## src/rtl/bus_dispatch_pkg.sv

```systemverilog
// Shared constants and helpers for the 1-to-4 byte dispatcher on the CPU internal bus.
package bus_dispatch_pkg;

  localparam int NUM_PORTS      = 4;
  localparam int SEL_W          = 2;
  localparam int DATA_W_DEFAULT = 8;

  typedef enum logic [SEL_W-1:0] {
    PORT_REG = 2'd0,
    PORT_ALU = 2'd1,
    PORT_MEM = 2'd2,
    PORT_IO  = 2'd3
  } port_e;

  function automatic logic [NUM_PORTS-1:0] sel_onehot(input logic [SEL_W-1:0] sel);
    logic [NUM_PORTS-1:0] one;
    one = {{(NUM_PORTS-1){1'b0}}, 1'b1};
    return one << sel;
  endfunction

endpackage

```

## src/rtl/bus_dispatch_1x4_fifo.sv

```systemverilog
// Per-destination byte FIFO: registered storage, head entry always visible on rdata.
module byte_fifo #(
  parameter int DATA_W = 8,
  parameter int DEPTH  = 2
) (
  input  logic              clk,
  input  logic              rst_n,
  input  logic              push,
  input  logic              pop,
  input  logic [DATA_W-1:0] wdata,
  output logic [DATA_W-1:0] rdata,
  output logic              full,
  output logic              empty
);

  localparam int PTR_W = $clog2(DEPTH);
  localparam int CNT_W = PTR_W + 1;

  logic [DATA_W-1:0] mem_q [DEPTH];
  logic [DATA_W-1:0] mem_d [DEPTH];
  logic [PTR_W-1:0]  wr_ptr_q, wr_ptr_d, rd_ptr_q, rd_ptr_d;
  logic [CNT_W-1:0]  count_q, count_d;
  logic              do_push_s, do_pop_s;

  assign full      = (count_q == CNT_W'(DEPTH));
  assign empty     = (count_q == {CNT_W{1'b0}});
  assign rdata     = mem_q[rd_ptr_q];
  assign do_push_s = push && !full;
  assign do_pop_s  = pop && !empty;

  // Next-state: pointers wrap naturally because DEPTH is a power of two.
  always_comb begin
    mem_d    = mem_q;
    wr_ptr_d = wr_ptr_q;
    rd_ptr_d = rd_ptr_q;
    if (do_push_s) begin
      mem_d[wr_ptr_q] = wdata;
      wr_ptr_d        = wr_ptr_q + PTR_W'(1);
    end else begin
      wr_ptr_d = wr_ptr_q;
    end
    if (do_pop_s) begin
      rd_ptr_d = rd_ptr_q + PTR_W'(1);
    end else begin
      rd_ptr_d = rd_ptr_q;
    end
    case ({do_push_s, do_pop_s})
      2'b10:   count_d = count_q + CNT_W'(1);
      2'b01:   count_d = count_q - CNT_W'(1);
      default: count_d = count_q;
    endcase
  end

  // State registers; storage clears on reset so out_data reads zero.
  always_ff @(posedge clk or negedge rst_n) begin
    if (!rst_n) begin
      mem_q    <= '{default: '0};
      wr_ptr_q <= '0;
      rd_ptr_q <= '0;
      count_q  <= '0;
    end else begin
      mem_q    <= mem_d;
      wr_ptr_q <= wr_ptr_d;
      rd_ptr_q <= rd_ptr_d;
      count_q  <= count_d;
    end
  end

endmodule

```

## src/rtl/bus_dispatch_1x4.sv

```systemverilog
// 1-to-4 byte dispatcher with per-destination FIFOs.
// Optional broadcast input enabled by defining BUS_DISPATCH_BCAST_EN.
module bus_dispatch_1x4
  import bus_dispatch_pkg::*;
#(
  parameter int DATA_W = DATA_W_DEFAULT,
  parameter int DEPTH  = 2
) (
  input  logic                        clk,
  input  logic                        rst_n,
  input  logic                        in_valid,
  output logic                        in_ready,
  input  logic [DATA_W-1:0]           in_data,
  input  logic [SEL_W-1:0]            in_sel,
`ifdef BUS_DISPATCH_BCAST_EN
  input  logic                        in_bcast,
`endif
  output logic [NUM_PORTS-1:0]        out_valid,
  input  logic [NUM_PORTS-1:0]        out_ready,
  output logic [NUM_PORTS*DATA_W-1:0] out_data,
  output logic                        busy
);

  logic [NUM_PORTS-1:0] full_s, empty_s, push_s, pop_s;
  logic                 uni_ready_s;

  assign uni_ready_s = !full_s[in_sel];

  // Push decode: a full target blocks acceptance even if it pops this cycle.
  always_comb begin
    in_ready = uni_ready_s;
    push_s   = {NUM_PORTS{1'b0}};
`ifdef BUS_DISPATCH_BCAST_EN
    if (in_bcast) begin
      in_ready = ~|full_s;
      push_s   = {NUM_PORTS{in_valid && (~|full_s)}};
    end else begin
      in_ready = uni_ready_s;
      push_s   = sel_onehot(in_sel) & {NUM_PORTS{in_valid && uni_ready_s}};
    end
`else
    push_s = sel_onehot(in_sel) & {NUM_PORTS{in_valid && uni_ready_s}};
`endif
  end

  assign out_valid = ~empty_s;
  assign pop_s     = out_valid & out_ready;
  assign busy      = |out_valid;

  for (genvar i = 0; i < NUM_PORTS; i++) begin : g_fifo
    byte_fifo #(
      .DATA_W (DATA_W),
      .DEPTH  (DEPTH)
    ) u_fifo (
      .clk   (clk),
      .rst_n (rst_n),
      .push  (push_s[i]),
      .pop   (pop_s[i]),
      .wdata (in_data),
      .rdata (out_data[i*DATA_W +: DATA_W]),
      .full  (full_s[i]),
      .empty (empty_s[i])
    );
  end

endmodule

```

## config.mk

```make
export PLATFORM = sky130hd
export DESIGN_NAME = bus_dispatch_1x4
export DESIGN_NICKNAME = d
export VERILOG_FILES = /design/src/rtl/bus_dispatch_pkg.sv /design/src/rtl/bus_dispatch_1x4_fifo.sv /design/src/rtl/bus_dispatch_1x4.sv
export SDC_FILE = /design/constraint.sdc
export NUM_CORES = 1
export LEC_CHECK = 0
export ABC_AREA = 0
export BUFFER_PORTS_ARGS = -buffer_cell sky130_fd_sc_hd__buf_2
export CAP_MARGIN = 20
export CORE_ASPECT_RATIO = 0.75
export CORE_UTILIZATION = 36
export CTS_CLUSTER_SIZE = 8
export DETAILED_ROUTE_END_ITERATION = 7
export REMOVE_ABC_BUFFERS = 1
export SKIP_CTS_REPAIR_TIMING = 1
export SLEW_MARGIN = 10
export SYNTH_ARGS = -nofsm -noshare
export SYNTH_HDL_FRONTEND = slang
export SYNTH_HIERARCHICAL = 1
export SYNTH_SLANG_ARGS = --single-unit
export TNS_END_PERCENT = 100
```

## constraint.sdc

```tcl
create_clock -name clk -period 4.1 [get_ports clk]
set_input_delay 0.615 -clock clk [delete_from_list [all_inputs] [get_ports clk]]
set_output_delay 0.615 -clock clk [all_outputs]
set_load 0.01 [all_outputs]
```

; Word level (Yosys, flattened, before mapping)
; Index checks and enable logic that the tools add are counted.
[classes]
n_reduce_logical = 31
n_shift = 1
bitwise = 11
order_cmp = 13
muxes = 30
n_eq_ne = 12
addsub = 16
[op_table]
columns = op, n
row1 = 8-bit 2-to-1 mux, 16
row2 = 16-bit bitwise mux, 4
row3 = 8-bit demux with 1-bit select, 4
row4 = 2-bit == test (second input constant), 8
row5 = 2-bit >= comparator (second input constant), 8
row6 = 1-bit NOT with 2-bit output, 8
row7 = 2-bit one-hot mux with 2 select lines, 4
row8 = 1-bit logical AND, 13
row9 = 1-bit logical NOT, 9
row10 = 1-bit adder (second input constant), 8
row11 = 2-bit by 1-bit adder with 2-bit output (second input constant), 4
row12 = 4-bit AND, 2
row13 = 2-bit by 1-bit == test with 1-bit output (second input constant), 4
row14 = 2-bit logical NOT, 4
row15 = 2-bit by 1-bit less-than comparator with 1-bit output (second input constant), 4
row16 = 2-bit nonzero test, 4
row17 = 2-bit by 1-bit subtractor with 2-bit output (second input constant), 4
row18 = 4-bit NOT, 1
row19 = 4-bit OR reduction, 1
row20 = 1-bit by 2-bit left shift with 4-bit output (first input constant), 1
row21 = 2-bit by 3-bit less-than comparator with 1-bit output (second input constant), 1
row22 = 1-bit binary-select mux with 2-bit select, 1
row23 = 1-bit 2-to-1 mux, 1
[word_totals]
inputBits = 17
regBits = 80
elab_cells = 134

; Longest topological paths before layout
[logic_depth]
depth_word = 9
ltp_mapped = 8

; By module
; The synthesis kept the hierarchy.
[modules_own_cells]
columns = module, cells_per_inst, area_each_um2, instances
row1 = byte_fifo, 60, 890.9, 4
row2 = bus_dispatch_1x4, 16, 107.6, 1

; Worst setup path after synthesis
; No wires, ideal clock.
[synth_timing]
kind = input to register
from = in in_sel[1]
to = reg g_fifo[0].u_fifo/mem_q[10] in the netlist's numbering
setup_time_ns = 0.125
n_path_buf = 0
path_slack_ns = 2.202
arrival_ns = 1.773
path_stages = 3
path_cell_list = nor4b_1 nor3b_4 mux2_2
[synth_between]
elab_chain_cells = 6
elab_cells_between_ends = 7
[synth_rtl]
columns = element, line
row1 = start: declaration, bus_dispatch_1x4.sv:14  ; input logic [SEL_W-1:0] in_sel,
row2 = 1-bit binary-select mux with 2-bit select, bus_dispatch_1x4.sv:27  ; assign uni_ready_s = !full_s[in_sel];
row3 = 1-bit 2-to-1 mux (implied by the code), bus_dispatch_1x4.sv:27
row4 = 1-bit logical NOT, bus_dispatch_1x4.sv:27
row5 = 1-bit logical AND, bus_dispatch_1x4.sv:42  ; push_s = sel_onehot(in_sel) & {NUM_PORTS{in_valid && uni_ready_s}};
row6 = 4-bit AND *, bus_dispatch_1x4.sv:42
row7 = 1-bit logical AND *, bus_dispatch_1x4_fifo.sv:28  ; assign do_push_s = push && !full;
row8 = end signal: assignment, bus_dispatch_1x4_fifo.sv:62  ; mem_q <= mem_d;
row9 = end: declaration, bus_dispatch_1x4_fifo.sv:19  ; logic [DATA_W-1:0] mem_q [DEPTH];
; Every way passes the cells marked *; elsewhere a longest branch is shown, timed or not. The select of a mux whose other input is x is not followed.
; A chain may end at the register's enable or synchronous reset.

; Worst setup path in the final report
[layout_timing]
from = reg g_fifo[3].u_fifo.count_q[0]
to = out in_ready
[layout_between]
elab_chain_cells = 4
[layout_rtl]
columns = element, line
row1 = start: declaration, bus_dispatch_1x4_fifo.sv:22  ; logic [CNT_W-1:0] count_q, count_d;
row2 = start signal: assignment, bus_dispatch_1x4_fifo.sv:65  ; count_q <= count_d;
row3 = 2-bit == test, bus_dispatch_1x4_fifo.sv:25  ; assign full = (count_q == CNT_W'(DEPTH));
row4 = named net full_s[3], bus_dispatch_1x4.sv:24  ; logic [NUM_PORTS-1:0] full_s, empty_s, push_s, pop_s;
row5 = 1-bit binary-select mux with 2-bit select, bus_dispatch_1x4.sv:27
row6 = 1-bit 2-to-1 mux (implied by the code), bus_dispatch_1x4.sv:27
row7 = 1-bit logical NOT, bus_dispatch_1x4.sv:27
row8 = end: declaration, bus_dispatch_1x4.sv:12  ; output logic in_ready,
; The timed path passes the listed nets, and every way through them passes these cells. The select of a mux whose other input is x is not followed.

==> key figures <==
Power
  • Worst ir drop on vdd: 311 uV
  • LEAKAGE: 1.96 nW
  • PD cells: 823 nW/um^2

Synthesis
  • Mapped Area: 3670 um^2
  • Mux contribution to synthesized area: 30.1%
  • Simple-gate area share of the yosys netlist: 7.40%
  • Largest family of logic cells by synthesized area: multiplexers
  • Syn_area_per_cell: 14.3 um^2
  • Syn. warnings: 6
  • Xor/xnor share of the synthesized area: 4.77%
  • Synth Area in Adders: 1.36%
  • Synth Area in Compound Gates: 0%
  • Syn Inst Count: about 260
  • Distinct cells, synth: 21
  • Sequential share of the synthesized area: about 55%
  • Synth Register Bits: 80

Placement
  • Gpl congestion: 0.672
  • IO Port Bufs: 54
  • Post-DP HPWL: between 4 and 5 mm
  • Worst slack, placed: about 1.8 ns

CTS
  • Reg clk slew, reported paths: 0.06 ns
  • CTS H-Tree Depth: 3
  • TritonCTS buffer count: 9
  • Worst skew pair latency: 0.33 ns
  • Clk buf depth: 2
  • Clock Tree Root: clkbuf_16
  • CTS tree: built
  • CTS sink cnt: 80

Min path
  • Hold WC Path Type: in -> async

Floorplan
  • Die height: 89.5 um
  • Starting Density: 37.6%
  • Die width: 119 um
  • Die ar.: about 11,000 um^2
  • Rows: 31
  • Core area: just under 10,000 um^2
  • # IOs: 55

Global routing
  • Pin count of the biggest net entering global routing: 81
  • First-pass GRT wire length: between 10 and 15 mm
  • GR Overflow Total: 0
  • Number of global-route vias before repair: 2,177
  • Antenna violations before repair: 0
  • All-Layer GR Usage: 14.9%

Critical path
  • Worst reg2reg path depth: 5
  • CP required: 3.48 ns
  • RR Endpoint: g_fifo[0].u_fifo/mem_q[15]$_DFFE_PN0P_
  • Arrival time worst endpoint: between 1.5 and 2 ns
  • Setup crit start: g_fifo[3].u_fifo/count_q[0]$_DFFE_PN0P_
  • Worst path depth: 5
  • Critical Path End: in_ready
  • Worst reg2reg setup slack: between 1.5 and 2 ns
  • Slowest stage delay, CP: 0.46 ns
  • Nature of the critical path endpoint: output port
  • Crit path kind: reg -> out
  • Slowest-stage cell, CP: mux4_2
  • Crit-path cells: nand2b_2 > inv_2 > mux4_2 > inv_1 > buf_2
  • Reg-to-reg startpoint: g_fifo[0].u_fifo/count_q[0]$_DFFE_PN0P_
  • Startpoint Class: register
  • CP delay by family, top: multiplexers
  • Buf/Inv on CP: 3
  • CP max FO: 4

Timing
  • Period utilisation layout: 53.9%
  • Final setup violation count: 0
  • Hold Fails Final Rpt: 0
  • Max_slew headroom: 60.5%
  • RSZ-0062 raised after global routing: no
  • Minimum clock period: 2.21 ns
  • Setup TNS: 0 ns
  • Fmax: 0.452 GHz
  • Post-route worst setup slack: 1.89 ns
  • Worst-Margin Slew: 0.584 ns
  • Slew Limit Fails: 0
  • Skew final: 0.00548 ns

Finish
  • Share of cells above drive strength 1: 55.7%
  • Area of the multi-input gates: 1600 um^2
  • Final nets: 335
  • Core Util, Final: between 40% and 50%
  • FF/Latch Area: ~2000 um^2
  • FILL cells: between 900 and 1,000
  • Antenna cell count: 0
  • Area growth syn-to-layout: 18.8%

Detailed routing
  • Via density: ~4.8
  • Antenna-violating nets left: 0
  • Drt total wl: 7.09 mm
  • Drt wl/cell: 15.8 um
  • Residual DRC: 0
  • Iteration-0 DRC Markers: 82
  • Vias post-DR: 2,151
  • Pre-antenna DRT Iters: 4

Run status
  • Status: finished, final reports clean

Flow run
  • Max_cap viols: 0
-- how the worst min path moves through the flow --
stage,to,cells after the start,start,slack (ns)
2_1_floorplan,g_fifo[0].u_fifo/count_q[0]$_DFFE_PN0P_,0,rst_n,0.32
3_3_place_gp,g_fifo[0].u_fifo/mem_q[3]$_DFFE_PN0P_,1,g_fifo[0].u_fifo/mem_q[3]$_DFFE_PN0P_,0.48
3_5_place_dp,g_fifo[0].u_fifo/mem_q[4]$_DFFE_PN0P_,1,g_fifo[0].u_fifo/mem_q[4]$_DFFE_PN0P_,0.49
4_1_cts,g_fifo[0].u_fifo/mem_q[4]$_DFFE_PN0P_,1,rst_n,0.50
5_1_grt,g_fifo[3].u_fifo/count_q[0]$_DFFE_PN0P_,1,rst_n,0.13
6_report,g_fifo[3].u_fifo/count_q[0]$_DFFE_PN0P_,1,rst_n,0.14
-- layout by cell type, fill, tap and decap left out --
cell,netlist,final
nand2_1,5,5
inv_2,4,4
clkinv_2,0,1
nor3b_4,4,4
dfrtp_1,80,80
clkbuf_16,0,9
buf_2,4,53
inv_1,5,5
nor3_1,1,1
xor2_1,8,8
clkbuf_8,0,2
clkbuf_1,4,1
nor4b_1,1,1
mux2_2,96,96
nor2b_1,8,8
xnor2_1,12,12
and3_1,4,4
nand4_1,1,1
buf_16,0,1
nand2b_2,4,4
ha_1,4,4
buf_4,0,1
nor3b_1,1,1
mux4_2,1,1
nor4bb_1,1,1
nor2_1,8,8
-- final cells by class --
type | instances | share of cell area, %
Sequential cell | 80 | 45.9
Multi-Input combinational cell | 159 | 36.7
Timing Repair Buffer | 55 | 6.88
Clock buffer | 12 | 5.88
Tap cell | 132 | 3.79
Inverter | 9 | 0.774
Clock inverter | 1 | 0.115
-- sequential cells by signal, indices dropped and copies added, names as in the netlist --
name and flops:
g_fifo.u_fifo/wr_ptr_q 4, g_fifo.u_fifo/count_q 8, g_fifo.u_fifo/mem_q 64, g_fifo.u_fifo/rd_ptr_q 4
-- metal layers --
metal,share of wire (%),GRT usage (%)
met5,0,0
met4,0.89,4.14
met3,3.7,4.59
met2,45,22.6
met1,50,20.7
-- cell usage after synthesis --
library cell	n	area share, %
nand2_1	5	0.51
nor4b_1	1	0.24
buf_2	4	0.55
clkbuf_1	4	0.41
mux4_2	1	0.61
nor2_1	8	0.82
and3_1	4	0.68
dfrtp_1	80	55
nand2b_2	4	0.95
nand4_1	1	0.17
inv_1	5	0.51
nor2b_1	8	1.4
nor3b_1	1	0.20
inv_2	4	0.41
xor2_1	8	1.9
nor4bb_1	1	0.27
ha_1	4	1.4
xnor2_1	12	2.9
nor3b_4	4	2.0
nor3_1	1	0.14
mux2_2	96	29
-- where the power goes --
group / switching (mW) / leakage, nW / total (mW) / internal, mW
clock: 0.277 / 0.130 / 0.708 / 0.431
combinational: 0.589 / 0.862 / 1.40 / 0.813
sequential: 0.293 / 0.967 / 1.48 / 1.19
-- per-stage QoR --
| step | hold WS, ns | std cells | power (mW) | instance area [um^2] |
|---|---|---|---|---|
| final | 0.136 | 448 | 3.59 | 4360 |
| after global routing | 0.132 | 448 | 3.85 | 4360 |
| after CTS | 0.497 | 447 | 3.64 | 4340 |
| after detailed placement | 0.490 | 434 | 2.91 | 4070 |
| after global placement | 0.484 | 434 | 2.87 | 4070 |
| after floorplan | 0.319 | 248 | 2.44 | 3640 |
-- cell families after synthesis --
group         after synthesis
mux                        97
flops                      80
simple gates               38
xor+xnor                   20
buf+inv                    17
fa+ha+maj                   4
No activity file was read; power rests on OpenSTA's default activity.
